<file path="src/rtl/vmask_pkg.sv">
// Shared opSel codes, latency floor and accumulator sizing for the vmask_pipe mask unit.
package vmask_pkg;

    localparam logic [3:0] OP_ANDN   = 4'd0;
    localparam logic [3:0] OP_AND    = 4'd1;
    localparam logic [3:0] OP_OR     = 4'd2;
    localparam logic [3:0] OP_XOR    = 4'd3;
    localparam logic [3:0] OP_ORN    = 4'd4;
    localparam logic [3:0] OP_NAND   = 4'd5;
    localparam logic [3:0] OP_NOR    = 4'd6;
    localparam logic [3:0] OP_XNOR   = 4'd7;
    localparam logic [3:0] OP_VCPOP  = 4'd8;
    localparam logic [3:0] OP_VFIRST = 4'd9;
    localparam logic [3:0] OP_RSVD10 = 4'd10;
    localparam logic [3:0] OP_RSVD11 = 4'd11;
    localparam logic [3:0] OP_RSVD12 = 4'd12;
    localparam logic [3:0] OP_RSVD13 = 4'd13;
    localparam logic [3:0] OP_RSVD14 = 4'd14;
    localparam logic [3:0] OP_RSVD15 = 4'd15;

    localparam int unsigned LATENCY_MIN = 3;

    function automatic int unsigned acc_width(input int unsigned max_beats,
                                              input int unsigned beat_w);
        return $clog2(max_beats * beat_w) + 1;
    endfunction

endpackage

</file>
<file path="src/rtl/vmask_reduce.sv">
// Multi-beat mask reductions (vcpop.m / vfirst.m): popcount, priority encoder,
// beat counter and accumulators. Result is combinational on the in_last beat.
module vmask_reduce
    import vmask_pkg::*;
#(
    parameter int unsigned REQ_DATA_WIDTH  = 64,
    parameter int unsigned RESP_DATA_WIDTH = 64,
    parameter int unsigned MAX_BEATS       = 8
) (
    input  logic                       clk_i,
    input  logic                       rst_i,
    input  logic                       beat_valid_i,
    input  logic                       last_i,
    input  logic                       sel_first_i,
    input  logic [REQ_DATA_WIDTH-1:0]  m0_i,
    input  logic [REQ_DATA_WIDTH-1:0]  bmask_i,
    output logic [RESP_DATA_WIDTH-1:0] res_o,
    output logic                       res_valid_o
);

    localparam int unsigned ACC_W  = acc_width(MAX_BEATS, REQ_DATA_WIDTH);
    localparam int unsigned LOG_W  = $clog2(REQ_DATA_WIDTH);
    localparam int unsigned BEAT_W = (MAX_BEATS > 1) ? $clog2(MAX_BEATS) : 1;

    logic [BEAT_W-1:0]         beat_q, beat_d;
    logic [ACC_W-1:0]          cnt_q, cnt_d;
    logic [ACC_W-1:0]          idx_q, idx_d;
    logic                      found_q, found_d;
    logic [REQ_DATA_WIDTH-1:0] masked;
    logic [ACC_W-1:0]          pop;
    logic [LOG_W-1:0]          pos;
    logic                      hit;

    always_comb begin
        masked = m0_i & bmask_i;
        pop    = '0;
        hit    = 1'b0;
        pos    = '0;
        for (int unsigned i = 0; i < REQ_DATA_WIDTH; i++) begin
            pop = pop + ACC_W'(masked[i]);
            if (masked[i] && !hit) begin
                hit = 1'b1;
                pos = LOG_W'(i);
            end
        end
    end

    always_comb begin
        beat_d      = beat_q;
        cnt_d       = cnt_q;
        idx_d       = idx_q;
        found_d     = found_q;
        res_o       = '0;
        res_valid_o = 1'b0;
        if (beat_valid_i) begin
            cnt_d = cnt_q + pop;
            // Beat width is a power of two, so beat_idx*W + pos is a concatenation.
            if (!found_q && hit) begin
                found_d = 1'b1;
                idx_d   = (ACC_W'(beat_q) << LOG_W) | ACC_W'(pos);
            end
            if (last_i) begin
                res_valid_o = 1'b1;
                if (sel_first_i) begin
                    if (found_d) begin
                        res_o[ACC_W-1:0] = idx_d;
                    end else begin
                        res_o = '1;
                    end
                end else begin
                    res_o[ACC_W-1:0] = cnt_d;
                end
                beat_d  = '0;
                cnt_d   = '0;
                idx_d   = '0;
                found_d = 1'b0;
            end else begin
                beat_d = beat_q + BEAT_W'(1);
            end
        end
    end

    always_ff @(posedge clk_i) begin
        if (rst_i) begin
            beat_q  <= '0;
            cnt_q   <= '0;
            idx_q   <= '0;
            found_q <= 1'b0;
        end else begin
            beat_q  <= beat_d;
            cnt_q   <= cnt_d;
            idx_q   <= idx_d;
            found_q <= found_d;
        end
    end

endmodule

</file>
<file path="src/rtl/vmask_pipe.sv">
// Parametrised vALU mask-register unit: logical ops with tail-undisturbed enables,
// plus vcpop/vfirst reductions when VMASK_REDUCE_EN is defined.
module vmask_pipe
    import vmask_pkg::*;
#(
    parameter int unsigned REQ_DATA_WIDTH  = 64,
    parameter int unsigned RESP_DATA_WIDTH = 64,
    parameter int unsigned REQ_ADDR_WIDTH  = 32,
    parameter int unsigned OPSEL_WIDTH     = 4,
    parameter int unsigned LATENCY         = 6,
    parameter int unsigned MAX_BEATS       = 8
) (
    input  logic                       clk,
    input  logic                       rst,
    input  logic [REQ_ADDR_WIDTH-1:0]  in_addr,
    input  logic [REQ_DATA_WIDTH-1:0]  in_m0,
    input  logic [REQ_DATA_WIDTH-1:0]  in_m1,
    input  logic [REQ_DATA_WIDTH-1:0]  in_vd,
    input  logic [REQ_DATA_WIDTH-1:0]  in_bmask,
    input  logic                       in_last,
    input  logic                       in_valid,
    input  logic [OPSEL_WIDTH-1:0]     in_opSel,
    output logic [REQ_ADDR_WIDTH-1:0]  out_addr,
    output logic [RESP_DATA_WIDTH-1:0] out_vec,
    output logic                       out_valid
);

    localparam int unsigned NDLY = LATENCY - 2;

    if (LATENCY < LATENCY_MIN) begin : g_bad_latency
        $error("vmask_pipe: LATENCY below minimum");
    end

    logic                      s0_valid_q;
    logic [REQ_ADDR_WIDTH-1:0] s0_addr_q;
    logic [REQ_DATA_WIDTH-1:0] s0_m0_q, s0_m1_q, s0_vd_q, s0_bmask_q;
    logic [OPSEL_WIDTH-1:0]    s0_op_q;

    always_ff @(posedge clk) begin
        if (rst || !in_valid) begin
            s0_addr_q  <= '0;
            s0_m0_q    <= '0;
            s0_m1_q    <= '0;
            s0_vd_q    <= '0;
            s0_bmask_q <= '0;
            s0_op_q    <= '0;
        end else begin
            s0_addr_q  <= in_addr;
            s0_m0_q    <= in_m0;
            s0_m1_q    <= in_m1;
            s0_vd_q    <= in_vd;
            s0_bmask_q <= in_bmask;
            s0_op_q    <= in_opSel;
        end
        s0_valid_q <= in_valid && !rst;
    end

    logic [3:0] op_lo;
    logic       op_hi;
    assign op_lo = s0_op_q[3:0];
    if (OPSEL_WIDTH > 4) begin : g_op_hi
        assign op_hi = |s0_op_q[OPSEL_WIDTH-1:4];
    end else begin : g_op_nohi
        assign op_hi = 1'b0;
    end

    logic [RESP_DATA_WIDTH-1:0] s1_vec_d, s1_vec_q;
    logic [REQ_ADDR_WIDTH-1:0]  s1_addr_q;
    logic                       s1_valid_d, s1_valid_q;
    logic [REQ_DATA_WIDTH-1:0]  lop;

`ifdef VMASK_REDUCE_EN
    logic                       s0_last_q;
    logic [RESP_DATA_WIDTH-1:0] red_res;
    logic                       red_valid;
    logic                       red_beat;

    always_ff @(posedge clk) begin
        if (rst) begin
            s0_last_q <= 1'b0;
        end else begin
            s0_last_q <= in_valid && in_last;
        end
    end

    assign red_beat = s0_valid_q && !op_hi && (op_lo == OP_VCPOP || op_lo == OP_VFIRST);

    vmask_reduce #(
        .REQ_DATA_WIDTH (REQ_DATA_WIDTH),
        .RESP_DATA_WIDTH(RESP_DATA_WIDTH),
        .MAX_BEATS      (MAX_BEATS)
    ) u_reduce (
        .clk_i       (clk),
        .rst_i       (rst),
        .beat_valid_i(red_beat),
        .last_i      (s0_last_q),
        .sel_first_i (op_lo == OP_VFIRST),
        .m0_i        (s0_m0_q),
        .bmask_i     (s0_bmask_q),
        .res_o       (red_res),
        .res_valid_o (red_valid)
    );
`else
    logic unused_last;
    assign unused_last = in_last;
`endif

    always_comb begin
        lop = '0;
        case (op_lo)
            OP_ANDN: lop = s0_m0_q & ~s0_m1_q;
            OP_AND:  lop = s0_m0_q & s0_m1_q;
            OP_OR:   lop = s0_m0_q | s0_m1_q;
            OP_XOR:  lop = s0_m0_q ^ s0_m1_q;
            OP_ORN:  lop = s0_m0_q | ~s0_m1_q;
            OP_NAND: lop = ~(s0_m0_q & s0_m1_q);
            OP_NOR:  lop = ~(s0_m0_q | s0_m1_q);
            OP_XNOR: lop = ~(s0_m0_q ^ s0_m1_q);
            default: lop = '0;
        endcase
    end

    // Reserved codes fall through with a zero result and valid tracking the beat.
    always_comb begin
        s1_vec_d   = '0;
        s1_valid_d = s0_valid_q;
        if (!op_hi) begin
            if (op_lo <= OP_XNOR) begin
                s1_vec_d[REQ_DATA_WIDTH-1:0] = (s0_bmask_q & lop) | (~s0_bmask_q & s0_vd_q);
            end
`ifdef VMASK_REDUCE_EN
            else if (op_lo == OP_VCPOP || op_lo == OP_VFIRST) begin
                s1_vec_d   = red_res;
                s1_valid_d = red_valid;
            end
`endif
        end
    end

    always_ff @(posedge clk) begin
        if (rst) begin
            s1_vec_q   <= '0;
            s1_addr_q  <= '0;
            s1_valid_q <= 1'b0;
        end else begin
            s1_vec_q   <= s1_vec_d;
            s1_addr_q  <= s0_addr_q;
            s1_valid_q <= s1_valid_d;
        end
    end

    logic [RESP_DATA_WIDTH-1:0] dly_vec_q   [NDLY];
    logic [REQ_ADDR_WIDTH-1:0]  dly_addr_q  [NDLY];
    logic                       dly_valid_q [NDLY];

    for (genvar g = 0; g < NDLY; g++) begin : g_dly
        logic [RESP_DATA_WIDTH-1:0] vec_d;
        logic [REQ_ADDR_WIDTH-1:0]  addr_d;
        logic                       valid_d;

        if (g == 0) begin : g_src
            assign vec_d   = s1_vec_q;
            assign addr_d  = s1_addr_q;
            assign valid_d = s1_valid_q;
        end else begin : g_src
            assign vec_d   = dly_vec_q[g-1];
            assign addr_d  = dly_addr_q[g-1];
            assign valid_d = dly_valid_q[g-1];
        end

        always_ff @(posedge clk) begin
            if (rst) begin
                dly_vec_q[g]   <= '0;
                dly_addr_q[g]  <= '0;
                dly_valid_q[g] <= 1'b0;
            end else begin
                dly_vec_q[g]   <= vec_d;
                dly_addr_q[g]  <= addr_d;
                dly_valid_q[g] <= valid_d;
            end
        end
    end

    assign out_vec   = dly_vec_q[NDLY-1];
    assign out_addr  = dly_addr_q[NDLY-1];
    assign out_valid = dly_valid_q[NDLY-1];

endmodule

</file>
<file path="config.mk">
export PLATFORM = sky130hd
export DESIGN_NAME = vmask_pipe
export DESIGN_NICKNAME = d
export VERILOG_FILES = /design/src/rtl/vmask_pkg.sv /design/src/rtl/vmask_reduce.sv /design/src/rtl/vmask_pipe.sv
export SDC_FILE = /design/constraint.sdc
export NUM_CORES = 1
export LEC_CHECK = 0
export BUFFER_PORTS_ARGS = -buffer_cell sky130_fd_sc_hd__buf_2
export CORE_MARGIN = 10
export CORE_UTILIZATION = 35
export CTS_BUF_LIST = sky130_fd_sc_hd__clkbuf_4 sky130_fd_sc_hd__clkbuf_8
export CTS_CLUSTER_DIAMETER = 100
export DETAILED_ROUTE_END_ITERATION = 8
export GPL_TIMING_DRIVEN = 0
export MAX_ROUTING_LAYER = met4
export REMOVE_ABC_BUFFERS = 1
export SLEW_MARGIN = 20
export SYNTH_ARGS = -nofsm -noshare
export SYNTH_HDL_FRONTEND = slang
export SYNTH_SLANG_ARGS = --single-unit
</file>
<file path="constraint.sdc">
create_clock -name clk -period 3.9 [get_ports clk]
set_input_delay 0.78 -clock clk [delete_from_list [all_inputs] [get_ports clk]]
set_output_delay 0.78 -clock clk [all_outputs]
set_load 0.01 [all_outputs]
</file>
=== After elaboration in Yosys (flattened, before gate mapping) ===
Memories as Yosys holds them, arrays and structs flattened.
Cells that the tools add are included.

* Bits in registers: 390
* RAM bits: 388
* Input port bits: 296
* Output and inout bits: 97
* Logic and storage cells: 69
* Memories: 3

{| class="wikitable"
|+ Memories
! memory !! depth !! width !! rd ports !! clocked after Yosys merged registers in !! write ports !! RTL line !! text
|-
| dly_vec_q || 4 || 64 || 4 || 0 || 4 || vmask_pipe.sv:152 || <nowiki>logic [RESP_DATA_WIDTH-1:0] dly_vec_q [NDLY];</nowiki>
|-
| dly_addr_q || 4 || 32 || 4 || 0 || 4 || vmask_pipe.sv:153 || <nowiki>logic [REQ_ADDR_WIDTH-1:0] dly_addr_q [NDLY];</nowiki>
|-
| dly_valid_q || 4 || 1 || 4 || 0 || 4 || vmask_pipe.sv:154 || <nowiki>logic dly_valid_q [NDLY];</nowiki>
|}

* Order comparisons: 1
* Equal/unequal tests: 7
* Muxes and demuxes: 16
* Bitwise gates (word level): 26
* Reductions and logical operators: 6

{| class="wikitable"
|+ Operators with widths
! operator !! number
|-
| case mux 64 bit (8 select lines) || 1
|-
| inverter 64 bit || 5
|-
| AND 64 bit || 4
|-
| 2-to-1 mux 64 bit || 4
|-
| bitwise OR 64 bit || 3
|-
| 2-to-1 mux 32 bit || 4
|-
| XOR 64 bit || 1
|-
| equality test 4 x 3 -> 1 bit, second input constant || 4
|-
| bitwise OR 1 bit || 12
|-
| equality test 4 x 2 -> 1 bit, second input constant || 2
|-
| 2-to-1 mux 1 bit || 7
|-
| equality test 4 x 1 -> 1 bit, second input constant || 1
|-
| <= comparator 4 x 3 -> 1 bit, second input constant || 1
|-
| logical NOT 4 bit || 1
|-
| logical NOT 1 bit || 2
|-
| OR reduction 2 bit || 1
|-
| logical AND 1 bit || 1
|-
| logical OR 1 bit || 1
|-
| inverter 1 bit || 1
|}

=== Depth between registers and ports, before layout ===
Gate-level depths: netlist (run 1).

* Word-level depth: 5
* Depth in mapped cells: 7
* Depth with buffers taken out: 6

=== Least setup slack after synthesis (run 1) ===
OpenSTA, ideal clock, no wires.

* Path type: input to register
* Start point: input port rst
* End point: register s0_m0_q[0]
* Setup time: 59 ps
* Arrival time: 1756 ps
* Data required time: 3841 ps
* Path slack: 2085 ps
* Stages on the path: 5
* Buffers on the path: 3
* Cells stage by stage: clkbuf_1 -> nor2b_1 -> clkbuf_1 -> clkbuf_1 -> and2_1

* Longest elaborated chain between the ends: 1

{| class="wikitable"
|+ RTL lines
! what !! RTL line !! text
|-
| start, declared || vmask_pipe.sv:14 || <nowiki>input logic rst,</nowiki>
|-
| logical OR 1 bit || vmask_pipe.sv:40 || <nowiki>if (rst || !in_valid) begin</nowiki>
|-
| end signal, assigned || vmask_pipe.sv:49 || <nowiki>s0_m0_q <= in_m0;</nowiki>
|-
| end, declared || vmask_pipe.sv:36 || <nowiki>logic [REQ_DATA_WIDTH-1:0] s0_m0_q, s0_m1_q, s0_vd_q, s0_bmask_q;</nowiki>
|}

No other way between the ends.
A chain may end at the register's enable or synchronous reset.

=== Final worst setup path (run 1) ===
* Start point: input port rst
* End point: register s0_bmask_q[37]

* Longest elaborated chain between the ends: 1

{| class="wikitable"
|+ RTL lines
! what !! RTL line !! text
|-
| logical OR 1 bit || vmask_pipe.sv:40 ||
|-
| end signal, assigned || vmask_pipe.sv:52 || <nowiki>s0_bmask_q <= in_bmask;</nowiki>
|-
| end, declared || vmask_pipe.sv:36 ||
|}

No other way between the ends.

==> results of run 1 <==
## through the flow
stage / area, sq um / cells / utilization (%) / hold slack (ps)
6_report: 34600 / 4186 / 43.5 / 218
5_1_grt: 34600 / 4185 / 43.5 / 138
4_1_cts: 34600 / 4182 / 43.5 / 102
3_5_place_dp: 31500 / 3934 / 39.7 / 420
3_3_place_gp: 30800 / 3901 / 38.8 / 415
2_1_floorplan: 27500 / 2460 / - / 414
## state kept, by name, indices dropped and copies added, names as in the netlist
signal	cells
dly_vec_q	256
dly_addr_q	128
g_dly.vec_d	64
g_dly.valid_d	1
s0_addr_q	32
dly_valid_q	4
s0_vd_q	64
s0_bmask_q	64
s0_m0_q	64
op_lo	4
s0_m1_q	64
s0_valid_q	1
g_dly.addr_d	32
## per-layer routing
| metal | track usage, % | vias up |
|---|---|---|
| met5 | - | - |
| met4 | 5.59 | 0 |
| met3 | 3.62 | 129 |
| met2 | 22.0 | 375 |
| met1 | 15.5 | 7953 |
| li1 | - | 9069 |
## layout make-up
class                      instances  share of cell area (%)
multi-input combinational       1542                    33.1
timing repair buffer             424                    7.64
inverter                         140                    1.52
clock inverter                    34                    1.18
tap                             1050                    3.80
sequential                       778                    45.1
clock buffer                     214                    7.63
antenna                            4                  0.0290
## worst reg2reg max path, stage by stage (launching register included)
cell	delay, ps
dfxtp_4	720
buf_16	320
or3b_4	630
buf_16	260
nor2_1	170
a21oi_1	60
a31oi_1	230
## worst max path at each step
stage | startpoint | endpoint
detailed placement | rst | s0_bmask_q[37]$_SDFF_PN0_
global placement | rst | s0_valid_q$_DFF_P_
finish | rst | s0_bmask_q[37]$_SDFF_PN0_
CTS | rst | s0_bmask_q[37]$_SDFF_PN0_
floorplan | rst | s0_valid_q$_DFF_P_
global route | rst | s0_bmask_q[37]$_SDFF_PN0_
## synthesized netlist by cell type
master,count
dfxtp_1,778
nor2b_1,422
and2_1,292
ha_1,256
inv_1,140
mux2i_1,121
nor2_1,98
a21oi_1,97
clkbuf_1,96
o21ai_0,77
a31oi_1,64
xor2_1,64
buf_2,32
a22oi_1,19
nand2_1,19
buf_6,6
o21ai_1,6
buf_4,4
and3b_1,2
nor3b_4,2
buf_1,1
nor3_2,1
nor3b_2,1
or3b_1,1
## power breakdown
group	total [mW]	internal [mW]	switching (mW)
Clock	8.09	4.65	3.43
Combinational	0.915	0.439	0.476
Sequential	8.26	8.16	0.0955
## cells by family after synthesis
group / after synthesis / share of synthesized area [%]
flops: 778 / 55.4
buf+inv: 279 / 4.08
mux: 121 / 4.31
compound gates: 263 / 5.13
fa+ha+maj: 256 / 11.4
simple gates: 838 / 17.7
xor+xnor: 64 / 1.99
==> flow_metrics.env, run 1 <==
export IMPL_synth_area_leaders="dfxtp_1 55%, ha_1 11%, nor2b_1 9.4%"
export IMPL_rr_worst_depth=6
export IMPL_reg2reg_slack_ps=1420
export IMPL_hold_buffers=0
export IMPL_cap_violations=0
export IMPL_layout_commonest_cell="dfxtp_1"
export IMPL_worst_slack_ps=1310
export IMPL_cp_required_ps=4510
export IMPL_start_kind="input port"
export IMPL_die_h_um=304
export IMPL_rsz0062_at_grt="no"
export IMPL_hp_start="in_m0[57]"
export IMPL_relSlewSlack_pct=34.9
export IMPL_ios=393
export IMPL_synth_seq_cells=778
export IMPL_die_w_um=304
export IMPL_setup_worst_path_class="input port to register"
export IMPL_synth_cell_types=24
export IMPL_setup_tns_ps=0
export IMPL_fillers=7589
export IMPL_worstHoldEndpoint="s0_m0_q[57]$_SDFF_PN0_"
export IMPL_critPathMaxStageDelay_ps=390
export IMPL_gp_congestion=0.739
export IMPL_regToRegEndpoint="g_dly[0].vec_d[50]$_SDFF_PP0_"
export IMPL_dr_wl_met2_um=29300
export IMPL_cpMostUsedCell="buf_16"
export IMPL_outcome="finished clean"
export IMPL_vias=17500
export IMPL_grt_pass1_wl_um=94300
export IMPL_grt_start_max_net_pins=123
export IMPL_clk_path_buf_depth=3
export IMPL_regArea_sq_um=15600
export IMPL_grt_ovfl_total=0
export IMPL_place_ws_ps=452
export IMPL_wire_per_inst_um=14.7
export IMPL_path_cells="buf_8, buf_16, buf_16, nor2b_4, buf_16, buf_12, buf_16, and2_1"
export IMPL_worstMarginPinSlew_ps=976
export IMPL_drt_wl_total_um=61500
export IMPL_track_usage_pct=13.5
export IMPL_fin_skew_ps=36.2
export IMPL_dr_wl_met3_um=3650
export IMPL_drive_above_1_share_pct=21.8
export IMPL_endpoint_kind="register"
export IMPL_whs_path_depth=2
export IMPL_synth_top_area_cell="dfxtp_1"
export IMPL_mostFrequentLayoutCells="775 x dfxtp_1, 421 x nor2b_1, 390 x buf_2, 292 x and2_1, 256 x ha_1"
export IMPL_antenna_found_initial=6
export IMPL_ys_seq_area_share_pct=55.4
export IMPL_start_util_pct=35.4
export IMPL_r2r_start="op_lo[1]$_SDFF_PN0_"
export IMPL_multi_input_area_sq_um=11400
export IMPL_synth_top_area_share_pct=55.4
export IMPL_leakagePower_nw=15.4
export IMPL_drt_first_pass_iters=4
export IMPL_dieArea_sq_um=92100
export IMPL_yosysWarnings=0
export IMPL_grt_pass1_vias=17400
export IMPL_power_mw=17.3
export IMPL_vdd_drop_max_uv=272
export IMPL_drc_errors=0
export IMPL_post_route_min_period_ps=2590
export IMPL_ctsResizeCount=0
export IMPL_nets=3576
export IMPL_slowest_stage="buf_8"
export IMPL_clk_pin_slew_ps=60
export IMPL_postCtsSetupRepairBufs=0
export IMPL_fmax_mhz=387
export IMPL_critPathBufInv=6
export IMPL_cts_root_buffer="clkbuf_8"
export IMPL_critical_path_top_delay_family="buffers and inverters"
export IMPL_cts_tree="done"
export IMPL_port_buffers=391
export IMPL_syn_inst=2599
export IMPL_highest_layer="met4"
export IMPL_drv_slew=0
export IMPL_ant_nets=0
export IMPL_coreArea_sq_um=79400
export IMPL_wl_met1_um=26800
export IMPL_cts_made_buffers=138
export IMPL_cts_htree_levels=4
export IMPL_clock_latency_ps=760
export IMPL_worstPathMaxFanout=122
export IMPL_final_period_utilization_pct=66.3
export IMPL_drt_iter0_drc=583
export IMPL_hold_class="input port to register"
export IMPL_worst_ep_arrival_time_ps=3200
export IMPL_powerDensity_nw_per_um2=499
export IMPL_cp_depth=8
export IMPL_syn_area_sq_um=28100
export IMPL_hold_viol_final=0
export IMPL_hpwl_um=41500
export IMPL_setup_viol=0
export IMPL_avgSynthCellArea_sq_um=10.8
export IMPL_rows=103
export IMPL_cts_sinks=778
export IMPL_viasPerCell=4.19
export IMPL_syn_to_final_growth_pct=22.9
No activity file was read; power rests on OpenSTA's default activity.
==> inputs of run 2 (changes only) <==
clock period = 2.34 ns   (was 3.9 ns; I/O delays follow)
==> run 2 against run 1 <==
Compared with the run above: clock skew fell by 2.8 ps; critical path type is now register to register; cell count rose by 7.1%; register-to-register slack got worse by 1300 ps; sequential power rose by 67%; first-iteration DRC count rose by 7.5%; clock-buffer cell count did not move; combinational power rose by 110%; largest cell class unchanged; via count rose by 7.3%; largest power group unchanged.
==> flow_metrics.env, run 2 (same netlist as run 1, synthesis figures left out) <==
export IMPL_worst_ep_arrival_time_ps=2830
export IMPL_cts_tree="done"
export IMPL_post_route_min_period_ps=2200
export IMPL_r2r_start="op_lo[3]$_SDFF_PN0_"
export IMPL_grt_ovfl_total=0
export IMPL_vdd_drop_max_uv=469
export IMPL_die_w_um=304
export IMPL_power_mw=29.2
export IMPL_setup_worst_path_class="register to register"
export IMPL_largest_reg_flops=256
export IMPL_worstMarginPinSlew_ps=801
export IMPL_place_ws_ps=-796
export IMPL_coreArea_sq_um=79400
export IMPL_worstPathMaxFanout=20
export IMPL_fmax_mhz=455
export IMPL_cts_made_buffers=138
export IMPL_syn_to_final_growth_pct=33.5
export IMPL_start_kind="register"
export IMPL_gp_congestion=0.739
export IMPL_clk_pin_slew_ps=60
export IMPL_reg_top3="dly_vec_q x256, dly_addr_q x128"
export IMPL_final_period_utilization_pct=93.9
export IMPL_cts_root_buffer="clkbuf_8"
export IMPL_clk_path_buf_depth=3
export IMPL_hold_class="input port to register"
export IMPL_finish_utilization_pct=47.3
export IMPL_port_buffers=391
export IMPL_layout_commonest_cell="dfxtp_1"
export IMPL_ant_nets=0
export IMPL_drt_wl_total_um=66100
export IMPL_hold_viol_final=0
export IMPL_leakagePower_nw=16.7
export IMPL_viasPerCell=4.20
export IMPL_endpoint_kind="register"
export IMPL_cts_sinks=778
export IMPL_grt_pass1_wl_um=102000
export IMPL_antenna_found_initial=9
export IMPL_relSlewSlack_pct=46.5
export IMPL_rows=103
export IMPL_ios=393
export IMPL_drive_above_1_share_pct=20.0
export IMPL_worst_slack_ps=143
export IMPL_setup_viol=0
export IMPL_outcome="finished clean"
export IMPL_drt_first_pass_iters=4
export IMPL_grt_start_max_net_pins=123
export IMPL_cp_required_ps=2980
export IMPL_cts_htree_levels=4
export IMPL_regMostFlops="dly_vec_q"
export IMPL_drc_errors=0
export IMPL_setup_tns_ps=0
export IMPL_grt_pass1_vias=19100
export IMPL_cap_violations=0
export IMPL_fin_skew_ps=33.4
export IMPL_dieArea_sq_um=92100
export IMPL_vias=18800
export IMPL_mostFrequentLayoutCells="775 x dfxtp_1, 421 x nor2b_1, 390 x buf_2, 292 x and2_1, 292 x dlygate4sd3_1"
export IMPL_start_util_pct=35.4
export IMPL_rsz0062_at_grt="no"
export IMPL_hp_start="rst"
export IMPL_powerDensity_nw_per_um2=778
export IMPL_track_usage_pct=14.6
export IMPL_clock_latency_ps=750
export IMPL_wire_per_inst_um=14.7
export IMPL_nets=3872
export IMPL_fillers=7184
export IMPL_drv_slew=0
export IMPL_crit_start="op_lo[3]$_SDFF_PN0_"
export IMPL_die_h_um=304
export IMPL_hpwl_um=41500
export IMPL_drt_iter0_drc=627
-- run 2: changes by cell type in the layout (fill, tap and decap cells not counted), sizes merged --
cell | before | now
buf | 424 | 427
dlygate4sd3 | 0 | 292
and3b | 2 | 3
-- run 2: through the flow --
step / instance area (sq um) / instances / hold WS [ps]
finish: 37500 / 4482 / 55.6
global route: 37500 / 4481 / 13.5
floorplan: 27500 / 2460 / 414
CTS: 37500 / 4477 / 59.3
detailed placement: 31500 / 3934 / 420
global placement: 30800 / 3901 / 415
-- run 2: routing by layer --
| metal | up-vias | global-route usage [%] | part of all wire (%) |
|---|---|---|---|
| li1 | 9659 | - | - |
| met1 | 8609 | 16.7 | 44 |
| met2 | 404 | 24.3 | 49 |
| met3 | 142 | 3.51 | 5.2 |
| met4 | 0 | 5.79 | 2.7 |
| met5 | - | - | 0 |
-- run 2: report_power, final --
part / switching [mW] / internal, mW
clock network: 5.72 / 7.76
registers: 0.149 / 13.6
logic: 0.904 / 1.06
-- run 2: timing repair --
item                                    CTS  global route
buffers inserted                          2             1
cloned                                    1             0
endpoints found under the setup margin   50            90
resized for setup                         1             1
hold buffers                            292             0
hold endpoints to repair                292             0
pin swaps                                 1             1
-- run 2: worst paths after layout --
check | to | slack [ps] | cells after the start
worst min register to register | g_dly[0].vec_d[35]$_SDFF_PP0_ | 400 | 1
worst max register to register | g_dly[0].vec_d[9]$_SDFF_PP0_ | 140 | 6
worst max-delay path | g_dly[0].vec_d[9]$_SDFF_PP0_ | 140 | 6
worst min-delay path | dly_vec_q[0][42]$_SDFF_PP0_ | 60 | 2
-- run 2: layout make-up --
type	instances	area (sq um)	share of cell area, %
clock buffers	214	2640	7.03
repair buffers	719	5610	14.9
inverters	140	526	1.40
clock inverters	34	409	1.09
diodes	4	10.0	0.0267
flip-flops and latches	778	15600	41.5
well taps	1050	1310	3.50
multi-input cells	1543	11500	30.5
-- run 2: worst max-delay path: stages, from the launching register on --
cell,delay [ps]
dfxtp_1,560
nor2_4,570
buf_16,220
buf_12,180
buf_12,190
o21ai_0,110
a31oi_1,240
